<file path="src/rtl/uart_rx_byte.sv">
// 8N1 UART receive front-end: synchronises rx, samples each bit at its centre and
// emits one byte per frame with a single-cycle po_flag (or frame_err on a bad stop bit).
module uart_rx_byte #(
    parameter int UART_BPS = 9600,
    parameter int CLK_FREQ = 50_000_000
) (
    input  logic       sys_clk,
    input  logic       sys_rst_n,
    input  logic       rx,
    output logic [7:0] po_data,
    output logic       po_flag,
    output logic       frame_err
);

    localparam int          BAUD_CNT_MAX = CLK_FREQ / UART_BPS;
    localparam logic [12:0] BAUD_LAST    = 13'(BAUD_CNT_MAX - 1);
    localparam logic [12:0] BAUD_MID     = 13'(BAUD_CNT_MAX / 2 - 1);
    localparam logic [3:0]  LAST_BIT     = 4'd7;

    typedef enum logic [1:0] {
        IDLE  = 2'd0,
        START = 2'd1,
        DATA  = 2'd2,
        STOP  = 2'd3
    } state_t;

    state_t      state_q, state_d;
    logic [12:0] baud_cnt_q, baud_cnt_d;
    logic [3:0]  bit_cnt_q, bit_cnt_d;
    logic [7:0]  shift_q, shift_d;
    logic [7:0]  po_data_q, po_data_d;
    logic        po_flag_q, po_flag_d;
    logic        frame_err_q, frame_err_d;
    logic        rx_s1_q, rx_s1_d;
    logic        rx_s2_q, rx_s2_d;
    logic        rx_s3_q, rx_s3_d;

    logic        start_edge;
    logic        mid_pulse;

    // Two flops for metastability, a third only to see the falling edge.
    always_comb begin
        rx_s1_d = rx;
        rx_s2_d = rx_s1_q;
        rx_s3_d = rx_s2_q;
    end

    assign start_edge = rx_s3_q & ~rx_s2_q;
    assign mid_pulse  = (state_q != IDLE) && (baud_cnt_q == BAUD_MID);

    always_comb begin
        state_d     = state_q;
        baud_cnt_d  = baud_cnt_q;
        bit_cnt_d   = bit_cnt_q;
        shift_d     = shift_q;
        po_data_d   = po_data_q;
        po_flag_d   = 1'b0;
        frame_err_d = 1'b0;

        if (state_q != IDLE) begin
            baud_cnt_d = (baud_cnt_q == BAUD_LAST) ? 13'd0 : baud_cnt_q + 13'd1;
        end

        case (state_q)
            IDLE: begin
                baud_cnt_d = 13'd0;
                bit_cnt_d  = 4'd0;
                if (start_edge) begin
                    state_d = START;
                end
            end
            START: begin
                if (mid_pulse) begin
                    if (!rx_s2_q) begin
                        state_d   = DATA;
                        bit_cnt_d = 4'd0;
                    end else begin
                        // Line went back high before mid start bit: treat as noise.
                        state_d    = IDLE;
                        baud_cnt_d = 13'd0;
                    end
                end
            end
            DATA: begin
                if (mid_pulse) begin
                    shift_d   = {rx_s2_q, shift_q[7:1]};
                    bit_cnt_d = bit_cnt_q + 4'd1;
                    if (bit_cnt_q == LAST_BIT) begin
                        state_d = STOP;
                    end
                end
            end
            STOP: begin
                if (mid_pulse) begin
                    if (rx_s2_q) begin
                        po_data_d = shift_q;
                        po_flag_d = 1'b1;
                    end else begin
                        frame_err_d = 1'b1;
                    end
                    // Leaving at mid stop bit leaves half a bit to catch the next start edge.
                    state_d    = IDLE;
                    baud_cnt_d = 13'd0;
                    bit_cnt_d  = 4'd0;
                end
            end
            default: begin
                state_d = IDLE;
            end
        endcase
    end

    always_ff @(posedge sys_clk or negedge sys_rst_n) begin
        if (!sys_rst_n) begin
            state_q     <= IDLE;
            baud_cnt_q  <= 13'd0;
            bit_cnt_q   <= 4'd0;
            shift_q     <= 8'h00;
            po_data_q   <= 8'h00;
            po_flag_q   <= 1'b0;
            frame_err_q <= 1'b0;
            rx_s1_q     <= 1'b1;
            rx_s2_q     <= 1'b1;
            rx_s3_q     <= 1'b1;
        end else begin
            state_q     <= state_d;
            baud_cnt_q  <= baud_cnt_d;
            bit_cnt_q   <= bit_cnt_d;
            shift_q     <= shift_d;
            po_data_q   <= po_data_d;
            po_flag_q   <= po_flag_d;
            frame_err_q <= frame_err_d;
            rx_s1_q     <= rx_s1_d;
            rx_s2_q     <= rx_s2_d;
            rx_s3_q     <= rx_s3_d;
        end
    end

    assign po_data   = po_data_q;
    assign po_flag   = po_flag_q;
    assign frame_err = frame_err_q;

endmodule

</file>
<file path="config.mk">
export PLATFORM = sky130hd
export DESIGN_NAME = uart_rx_byte
export DESIGN_NICKNAME = d
export VERILOG_FILES = /design/src/rtl/uart_rx_byte.sv
export SDC_FILE = /design/constraint.sdc
export NUM_CORES = 1
export LEC_CHECK = 0
export BUFFER_PORTS_ARGS = -buffer_cell sky130_fd_sc_hd__buf_2
export CORE_UTILIZATION = 59
export DETAILED_ROUTE_END_ITERATION = 10
export MAX_ROUTING_LAYER = met4
export PLACE_DENSITY = 0.87
export SLEW_MARGIN = 20
export SYNTH_ARGS = -nofsm -noshare
export SYNTH_HDL_FRONTEND = slang
export SYNTH_SLANG_ARGS = --single-unit
</file>
<file path="constraint.sdc">
create_clock -name sys_clk -period 2.5 [get_ports sys_clk]
set_clock_uncertainty 0.05 [all_clocks]
set_input_delay 0.5 -clock sys_clk [delete_from_list [all_inputs] [get_ports sys_clk]]
set_output_delay 0.5 -clock sys_clk [all_outputs]
set_load 0.05 [all_outputs]
</file>
==> implementation parameters, run 1 <==
Parameter                              Value

Run status
  Run status    complete, no violations

Floorplan
  Std-Cell Core Area    0.003028 mm²
  Boundary pin count    13
  Chip Width    58.20 µm
  Starting density of the core    0.6153
  Die Footprint    0.003387 mm²
  Row cnt    20
  Die height    58.20 µm

Finish
  Multi-input gate area    797.0 µm²
  Layout cells sized above 1    0.2907
  Antenna diode count    0
  Number of nets in the layout    176
  Layout overhead on the synthesized area    9.939%
  Number of inserted filler cells in the final layout    228
  Sequential cell area    0.001005 mm²

Yosys
  Leading cell types by total area after synthesis    dfrtp_1 50%, mux2_2 10%, xnor2_1 4.7%
  Syn Area/Cell    12.02 µm²
  Post-synthesis async set-or-reset flop share    1.000
  Cell with the most instances after synthesis    dfrtp_1
  Top cells by count, synth    37 x dfrtp_1, 19 x nor2_1, 17 x mux2_2, 10 x xnor2_1, 8 x nor3_1
  Synth area leader    dfrtp_1
  Mapped Nets    160
  Fraction of the yosys area taken by sequential cells    0.5393
  Number of enable-type register cells in the synthesized netlist    0
  Total standard cell area after synthesis    0.001863 mm²
  Synthesis warning total    0
  Synth Register Bits    40
  Count of mapped cells out of synthesis    155
  Distinct cell type count after synthesis    41
  Prevailing post-synth register cell    dfrtp_1
  Top-area cell type share of the netlist area    0.4970

Critical path
  Setup crit start kind    flop
  Critical-path cell list    ha_1 -> and4bb_1 -> nand4_4 -> nor2_2 -> mux2_2
  Buffers & Inverters on Critical Path    0
  Critical Path AT    2330 ps
  Worst setup path class    reg -> reg
  Crit Path Max Fanout    14
  Max stage delay on crit path    460 ps
  Worst path required time    2690 ps
  Slowest cell on crit path    nor2_2
  Family with the most delay on the worst path    simple AND/OR/NAND/NOR gates
  Type of destination of the critical path    flop

Clock network
  Number of sinks driven by the clock tree    40
  Gates resized, CTS repair    0
  Buffer cell driving the clock tree root    clkbuf_4
  Clock latency on the worst-skew pair    340 ps
  Max clock buf depth    2
  Clock-pin slew reported for the worst setup and hold paths after clock tree synthesis    120 ps
  TritonCTS buffer count    5
  H-tree lvl count    2
  Post-CTS setup buffer count    0
  Cts hold-fix bufs    0
  Clock tree from TritonCTS    yes

Drt
  Met1 wire length    1349 µm
  Via count    1206
  Wire length after detailed routing    3169 µm
  Met2 WL post-DR    1661 µm
  ANT nets after route    0
  Remaining design rule violation count    0
  Post-detailed-route wirelength per cell    14.67 µm
  Number of DRC markers after the initial detailed-route iteration    71
  Via-per-instance ratio    5.583
  Highest routed metal layer    met4
  Drt pass-1 iters    4
  Sum of met3 wire segment lengths after detailed routing    132 µm

GRT
  GRT Resource Usage Total    0.2240
  Via count of the first global-routing pass    1168
  Wire length of the first global-routing pass    5340 µm
  Residual overflow from global routing    0
  Number of antenna violations at the first check in global routing    0
  Pin count of the biggest net entering global routing    41

STA
  Post-route setup slack    357.6 ps
  Final worst-path cycle share    0.8569
  Transition time of the tightest slew-check pin    848.6 ps
  Worst slew margin relative to its limit    0.4343
  Max Transition Viols Final    0
  Highest clock rate    466.8 MHz
  Hold_ws    201.7 ps
  Time the final worst path needs with I/O delays and setup    2142 ps
  Final setup violation count    0
  Final number of hold-violating endpoints    0
  Setup tns final    0 ps
  RSZ-0062 raised after global routing    false

Place
  Port Buffer Count    12
  Post-placement worst setup slack    370.9 ps
  DPL Wire Length    2253 µm
  RePlAce Congestion    0.8938

Power
  Power Dens Cells    721.6 mW/mm²
  Worst VDD drop    0.5005 mV
  Leak Pwr    1.005 nW
  Overall power of the completed layout    1.478 mW

Worst hold path
  Type of the worst min-delay path    in -> async

Flow run
  Max-Cap Viols    0
[sequential cells by signal, summed over array words and instances, names as in the netlist, named ones only]
name        cells
rx_s2_q         1
po_flag         1
rx_s1_q         1
shift_q         8
state_q         1
frame_err       1
po_data         8
baud_cnt_q     13
rx_s3_q         1
bit_cnt_q       4
[cells in the final DEF, fill, tap and decap left out, types with 2 or more instances in the layout]
cell,n
nor3_1,8
nand2_1,5
xnor2_1,10
dfrtp_1,37
nand4_1,4
buf_4,2
and3_1,3
clkbuf_4,5
ha_1,2
nor2_1,19
buf_2,12
inv_1,4
bufinv_16,2
mux2_2,17
and4bb_2,3
dfstp_2,3
o21ai_0,3
nor2b_1,2
nor4_1,2
a211o_1,3
and2_1,2
nand3_1,5
[stage by stage]
step	instances	area [µm²]	utilization
detailed placement	208	1947	0.6430
CTS	216	2048	0.6764
finish	216	2048	0.6764
global placement	208	1947	0.6430
global route	216	2048	0.6764
floorplan	155	1863	-
[final timing paths]
check                              start          to  slack (ps)  depth (start not counted)
max reg2reg                baud_cnt_q[0]  po_data[2]         360                          5
min reg2reg                      rx_s1_q     rx_s2_q         320                          0
max in group asynchronous      sys_rst_n  po_data[7]        1670                          1
max                        baud_cnt_q[0]  po_data[2]         360                          5
min in group sys_clk                  rx     rx_s1_q         210                          1
min                            sys_rst_n  po_data[1]         200                          1
[layout make-up]
cell class	instances	share of cell area
sequential	40	0.4905
inverter	4	0.007330
clock buffer	6	0.02016
multi-input combinational	106	0.3891
clock inverter	2	0.02932
tap	44	0.02688
timing repair buffer	14	0.03665
[report_power, final]
group	internal, mW	switching, mW
logic	0.0813	0.0933
clock network	0.312	0.203
registers	0.706	0.0830
total	1.10	0.379
[cell families after synthesis]
kind of cell | Yosys count | synth area share
and+or+nand+nor | 62 | 0.2022
DFF | 40 | 0.5393
muxes | 18 | 0.1081
AOI/OAI and AO/OA | 13 | 0.05239
xor gates and xnor gates | 11 | 0.05171
buffers and inverters | 9 | 0.03290
adders and majority gates | 2 | 0.01343
[metal layers]
layer  up-vias  GRT usage
met4         0    0.07143
met3         4    0.06027
met2        25     0.3645
met1       598     0.2729
met5         -          -
li1        579          -
(Power assumes the default switching activity.)
==> run 2: changes to the inputs <==
==> constraint.sdc (replaced) <==
create_clock -name sys_clk -period 2.3 [get_ports sys_clk]
set_clock_uncertainty 0.05 [all_clocks]
set_input_delay 0.46 -clock sys_clk [delete_from_list [all_inputs] [get_ports sys_clk]]
set_output_delay 0.46 -clock sys_clk [all_outputs]
set_load 0.05 [all_outputs]
==> run 2 against run 1 <==
Cell area fell by 1.8%. Largest cell class unchanged. Non-clock buffer count did not move. Combinational power rose by 7%. Global-route usage rose by 0.42 points. Flip-flop and latch count did not move. Critical path depth did not move.
==> implementation parameters, run 2 (same netlist as run 1, synthesis figures left out) <==
Parameter                              Value

Drt
  Wire length after detailed routing    3245 µm (+2.4%)
  Number of DRC markers after the initial detailed-route iteration    102 (+44%)
  Drt pass-1 iters    4 (unchanged)
  Via count    1233 (+2.2%)
  Via-per-instance ratio    5.708 (+2.2%)
  Post-detailed-route wirelength per cell    15.02 µm (+2.4%)
  ANT nets after route    0 (unchanged)
  Remaining design rule violation count    0 (unchanged)

STA
  Transition time of the tightest slew-check pin    821.5 ps (-27.12 ps)
  Post-route setup slack    254.1 ps (-103.5 ps)
  Final setup violation count    0 (unchanged)
  Final number of hold-violating endpoints    0 (unchanged)
  Setup tns final    0 ps (unchanged)
  Final worst-path cycle share    0.8895 (+0.03256)
  Highest clock rate    488.8 MHz (+4.7%)
  Max Transition Viols Final    0 (unchanged)
  RSZ-0062 raised after global routing    false
  Worst slew margin relative to its limit    0.4523 (+0.01808)
  Time the final worst path needs with I/O delays and setup    2046 ps (-96.49 ps)

Critical path
  Register-to-Register Setup Slack    250 ps (-100 ps)
  RR Startpoint    baud_cnt_q[1]
  Worst setup path class    reg -> reg
  Worst path required time    2480 ps (-210 ps)
  Type of destination of the critical path    flop
  Setup crit start kind    flop
  Critical Path AT    2230 ps (-100 ps)
  End of the worst register-to-register path    bit_cnt_q[3]
  Worst R2R Path Depth    5 (unchanged)
  Crit Path Max Fanout    14 (unchanged)

Finish
  Core Util, Final    0.6641 (-0.01240)
  Register name with the most flops    baud_cnt_q
  Sequential cell area    0.001005 mm² (unchanged)
  Max reg flops    13 (unchanged)
  Most frequent cells in the layout    37 x dfrtp_1, 19 x nor2_1, 17 x mux2_2
  Layout cells sized above 1    0.2965 (+0.005814)
  Layout overhead on the synthesized area    7.925%
  Number of inserted filler cells in the final layout    228 (unchanged)
  Antenna diode count    0 (unchanged)
  Number of nets in the layout    176 (unchanged)
  Multi-input gate area    802.0 µm² (+0.63%)
  Leading cell type in the layout, fill and taps excluded    dfrtp_1

Clock network
  H-tree lvl count    2 (unchanged)
  Post-CTS setup buffer count    0 (unchanged)
  Max clock buf depth    2 (unchanged)
  Buffer cell driving the clock tree root    clkbuf_4
  Clock-pin slew reported for the worst setup and hold paths after clock tree synthesis    130 ps (about the same)
  Clock latency on the worst-skew pair    350 ps (about the same)
  Number of sinks driven by the clock tree    40 (unchanged)
  TritonCTS buffer count    5 (unchanged)
  Clock tree from TritonCTS    yes

Floorplan
  Starting density of the core    0.6153 (unchanged)
  Chip Width    58.20 µm (unchanged)
  Die Footprint    0.003387 mm² (unchanged)
  Boundary pin count    13 (unchanged)
  Std-Cell Core Area    0.003028 mm² (unchanged)
  Die height    58.20 µm (unchanged)
  Row cnt    20 (unchanged)

Power
  Leak Pwr    0.9844 nW (-2.1%)
  Overall power of the completed layout    1.406 mW (-4.9%)
  Worst VDD drop    0.5713 mV (+14%)
  Power Dens Cells    699.0 mW/mm² (-3.1%)

GRT
  Number of antenna violations at the first check in global routing    0 (unchanged)
  Residual overflow from global routing    0 (unchanged)
  Wire length of the first global-routing pass    5457 µm (+2.2%)
  GRT Resource Usage Total    0.2282 (+0.004190)
  Via count of the first global-routing pass    1213 (+3.9%)
  Pin count of the biggest net entering global routing    41 (unchanged)

Place
  Port Buffer Count    12 (unchanged)
  Post-placement worst setup slack    154.4 ps (-216.5 ps)
  RePlAce Congestion    0.8938 (unchanged)
  DPL Wire Length    2235 µm (-0.82%)

Flow run
  Max-Cap Viols    0 (unchanged)

Run status
  Run status    complete, no violations

Worst hold path
  Type of the worst min-delay path    in -> async
run 2: where the power goes:
| part | switching, mW | internal, mW |
|---|---|---|
| sequential | 0.0913 | 0.767 |
| combinational | 0.101 | 0.0873 |
| clock | 0.238 | 0.121 |
run 2: worst max-delay path by stage:
stage | startpoint | to | slack, ps
global route | baud_cnt_q[1] | po_data[0] | 130
finish | baud_cnt_q[1] | bit_cnt_q[3] | 250
floorplan | baud_cnt_q[0] | po_data[0] | 550
detailed placement | baud_cnt_q[1] | po_data[0] | 150
global placement | baud_cnt_q[0] | po_data[4] | 290
CTS | baud_cnt_q[1] | po_data[0] | 120
run 2: critical path: stages, from the launching register on:
cell,delay [ps]
dfrtp_1,400
ha_1,200
and4bb_1,260
nand4_4,270
o21a_1,330
a2111o_1,410
run 2: through the flow:
stage	std cells	cell area, µm²	hold slack [ps]
after floorplan	155	1863	114.4
after global placement	208	1947	299.8
after detailed placement	208	1947	301.3
after CTS	216	2006	138.9
after global routing	216	2011	129.1
final	216	2011	132.4
run 2: timing repair:
item | in CTS | in global routing
setup endpoints to repair | 0 | 3
gates resized for setup | 0 | 1
hold buffers | 0 | 0
run 2: layer usage:
layer	global-route usage	routed length, µm
met4	0.09524	69
met1	0.2782	1388
met5	-	0
met2	0.3563	1632
met3	0.06696	155
run 2: area by class of cell:
class                      instances  share of cell area
sequential                        40              0.4997
multi-input combinational        106              0.3989
timing repair buffer              14             0.03734
tap                               44             0.02738
clock buffer                       5             0.01867
clock inverter                     3             0.01058
inverter                           4            0.007467
==> run 3: changes to the inputs <==
--- a/config.mk
+++ b/config.mk
@@ -6,10 +6,12 @@
 export NUM_CORES = 1
 export LEC_CHECK = 0
 export BUFFER_PORTS_ARGS = -buffer_cell sky130_fd_sc_hd__buf_2
-export CORE_UTILIZATION = 59
+export CELL_PAD_IN_SITES_DETAIL_PLACEMENT = 1
+export CELL_PAD_IN_SITES_GLOBAL_PLACEMENT = 2
+export CORE_UTILIZATION = 40
 export DETAILED_ROUTE_END_ITERATION = 10
 export MAX_ROUTING_LAYER = met4
-export PLACE_DENSITY = 0.87
+export PLACE_DENSITY = 0.86
 export SLEW_MARGIN = 20
 export SYNTH_ARGS = -nofsm -noshare
 export SYNTH_HDL_FRONTEND = slang
==> run 3 against run 2 <==
Power grew 30%. Sequential power about the same. Maximum frequency increased by 1.6%. Non-clock buffer count is the same. Utilization down 18 points. Final cell count increased by 3.7%. Register-to-register slack improved by 30 ps. Clock power rose by 120%. Routed wire length rose by 13%. Flip-flop and latch count did not move. Worst setup slack improved by 32 ps.
==> implementation parameters, run 3 (same netlist as run 1, synthesis figures left out) <==
Parameter                              Value

Flow run
  Max-Cap Viols    0 (unchanged)

Critical path
  Worst path required time    2430 ps (-50 ps)
  End of the worst register-to-register path    po_data[4]
  Crit path launch    baud_cnt_q[1]
  Crit Path Max Fanout    9 (-5)
  Critical path destination    po_data[4]
  Setup crit start kind    flop
  Worst R2R Path Depth    5 (unchanged)
  Critical Path AT    2140 ps (-90 ps)
  Max stage delay on crit path    430 ps (+20 ps)
  Register-to-Register Setup Slack    290 ps (+30 ps)
  RR Startpoint    baud_cnt_q[1]
  Critical-path cell list    ha_1 -> and4bb_1 -> nand4_4 -> nor2_2 -> mux2_2
  Slowest cell on crit path    nor2_2
  Worst setup path class    reg -> reg
  Type of destination of the critical path    flop

GRT
  Wire length of the first global-routing pass    6555 µm (+20%)
  Residual overflow from global routing    0 (unchanged)
  GRT Resource Usage Total    0.1802 (-0.04800)
  Number of antenna violations at the first check in global routing    0 (unchanged)
  Via count of the first global-routing pass    1270 (+4.7%)
  Pin count of the biggest net entering global routing    41 (unchanged)

Finish
  Sequential cell area    0.001005 mm² (unchanged)
  Leading cell type in the layout, fill and taps excluded    dfrtp_1
  Max reg flops    13 (unchanged)
  Antenna diode count    0 (unchanged)
  Number of inserted filler cells in the final layout    471 (+110%)
  Layout cells sized above 1    0.2965 (unchanged)
  Layout overhead on the synthesized area    13.57%
  Multi-input gate area    797.0 µm² (-0.62%)
  Most frequent cells in the layout    37 x dfrtp_1, 19 x nor2_1, 17 x mux2_2
  Number of nets in the layout    176 (unchanged)
  Register name with the most flops    baud_cnt_q

Clock network
  Max clock buf depth    2 (unchanged)
  H-tree lvl count    2 (unchanged)
  Cts hold-fix bufs    0 (unchanged)
  Clock-pin slew reported for the worst setup and hold paths after clock tree synthesis    70 ps (-60 ps)
  Post-CTS setup buffer count    0 (unchanged)
  Buffer cell driving the clock tree root    clkbuf_8
  Number of sinks driven by the clock tree    40 (unchanged)
  Clock latency on the worst-skew pair    290 ps (-60 ps)
  Clock tree from TritonCTS    yes
  Gates resized, CTS repair    0 (unchanged)
  TritonCTS buffer count    5 (unchanged)

Power
  Power Dens Cells    866.0 mW/mm² (+24%)
  Leak Pwr    1.030 nW (+4.6%)
  Internal    1.397 mW (+43%)
  Worst VDD drop    0.4779 mV (-16%)
  Share of total power in the clock network    0.430 (+0.174)
  Proportion of power drawn by flip-flops and latches    0.468 (-0.143)
  Power share of the combinational group    0.103 (-0.031)
  Switching power total    435.3 µW (+1.1%)
  Switching share of power    0.2376 (-0.06869)

Drt
  Remaining design rule violation count    0 (unchanged)
  ANT nets after route    0 (unchanged)
  Wire length after detailed routing    3663 µm (+13%)
  Number of DRC markers after the initial detailed-route iteration    59 (-42%)
  Via count    1194 (-3.2%)
  Via-per-instance ratio    5.330 (-6.6%)
  Post-detailed-route wirelength per cell    16.35 µm (+8.8%)
  Drt pass-1 iters    4 (unchanged)

Place
  RePlAce Congestion    0.7478 (-16%)
  Post-placement worst setup slack    290.7 ps (+136.3 ps)
  DPL Wire Length    2471 µm (+11%)
  Port Buffer Count    12 (unchanged)

Floorplan
  Die Footprint    0.004934 mm² (+46%)
  Boundary pin count    13 (unchanged)
  Die height    70.25 µm (+21%)
  Starting density of the core    0.4221 (-0.1932)
  Row cnt    24 (+20%)
  Chip Width    70.25 µm (+21%)
  Std-Cell Core Area    0.004414 mm² (+46%)

STA
  Post-route setup slack    286.1 ps (+31.92 ps)
  Final number of hold-violating endpoints    0 (unchanged)
  Final worst-path cycle share    0.8756 (-0.01388)
  Setup tns final    0 ps (unchanged)
  Transition time of the tightest slew-check pin    860.5 ps (+39.03 ps)
  Time the final worst path needs with I/O delays and setup    2014 ps (-31.92 ps)
  Final setup violation count    0 (unchanged)
  RSZ-0062 raised after global routing    false
  Worst slew margin relative to its limit    0.4263 (-0.02602)
  Max Transition Viols Final    0 (unchanged)
  Highest clock rate    496.5 MHz (+1.6%)

Worst hold path
  Type of the worst min-delay path    in -> reg

Run status
  Run status    complete, no violations
## run 3: stage by stage
step	util	cell area (µm²)	power [mW]	hold slack (ps)	cells
2_1_floorplan	-	1863	0.9907	114.4	155
3_3_place_gp	0.4433	1957	1.047	296.4	216
3_5_place_dp	0.4433	1957	1.062	300.5	216
4_1_cts	0.4793	2116	1.856	203.7	224
5_1_grt	0.4793	2116	1.927	198.6	224
6_report	0.4793	2116	1.832	212.5	224
## run 3: worst min-delay path by stage
| stage | start | endpoint | slack, ps | cells after the start |
|---|---|---|---|---|
| 6_report | rx | rx_s1_q | 210 | 1 |
| 2_1_floorplan | sys_rst_n | asynchronous set/reset pin | 110 | 0 |
| 5_1_grt | rx | rx_s1_q | 200 | 1 |
| 4_1_cts | rx | rx_s1_q | 200 | 1 |
| 3_5_place_dp | rx_s1_q | rx_s2_q | 300 | 0 |
| 3_3_place_gp | rx_s1_q | rx_s2_q | 300 | 0 |
## run 3: cell type report
type	count	area share
multi-input cells	106	0.3767
clock buffers	5	0.03253
clock inverters	3	0.04258
well taps	52	0.03075
repair buffers	14	0.03548
inverters	4	0.007096
flip-flops and latches	40	0.4749
## run 3: power groups by stage
stage / clock network, mW / logic [mW] / registers, mW
3_3_place_gp: 0 / 0.182 / 0.864
3_5_place_dp: 0 / 0.192 / 0.869
6_report: 0.787 / 0.188 / 0.857
4_1_cts: 0.806 / 0.194 / 0.855
2_1_floorplan: 0 / 0.148 / 0.843
5_1_grt: 0.832 / 0.223 / 0.871
## run 3: routing by layer
layer | wire, µm | part of all wire | track usage | vias to the layer above
met5 | 0 | 0 | - | -
met4 | 63 | 0.017 | 0.06667 | 0
met3 | 108 | 0.029 | 0.04329 | 4
met2 | 1815 | 0.50 | 0.2709 | 16
met1 | 1675 | 0.46 | 0.2370 | 598
li1 | - | - | - | 576
## run 3: worst max-delay path, delay by kind of cell, from the launching register on
kind	cells	cell delay [ps]
and+or+nand+nor	3	870
DFF	1	380
adders and majority gates	1	200
muxes	1	400
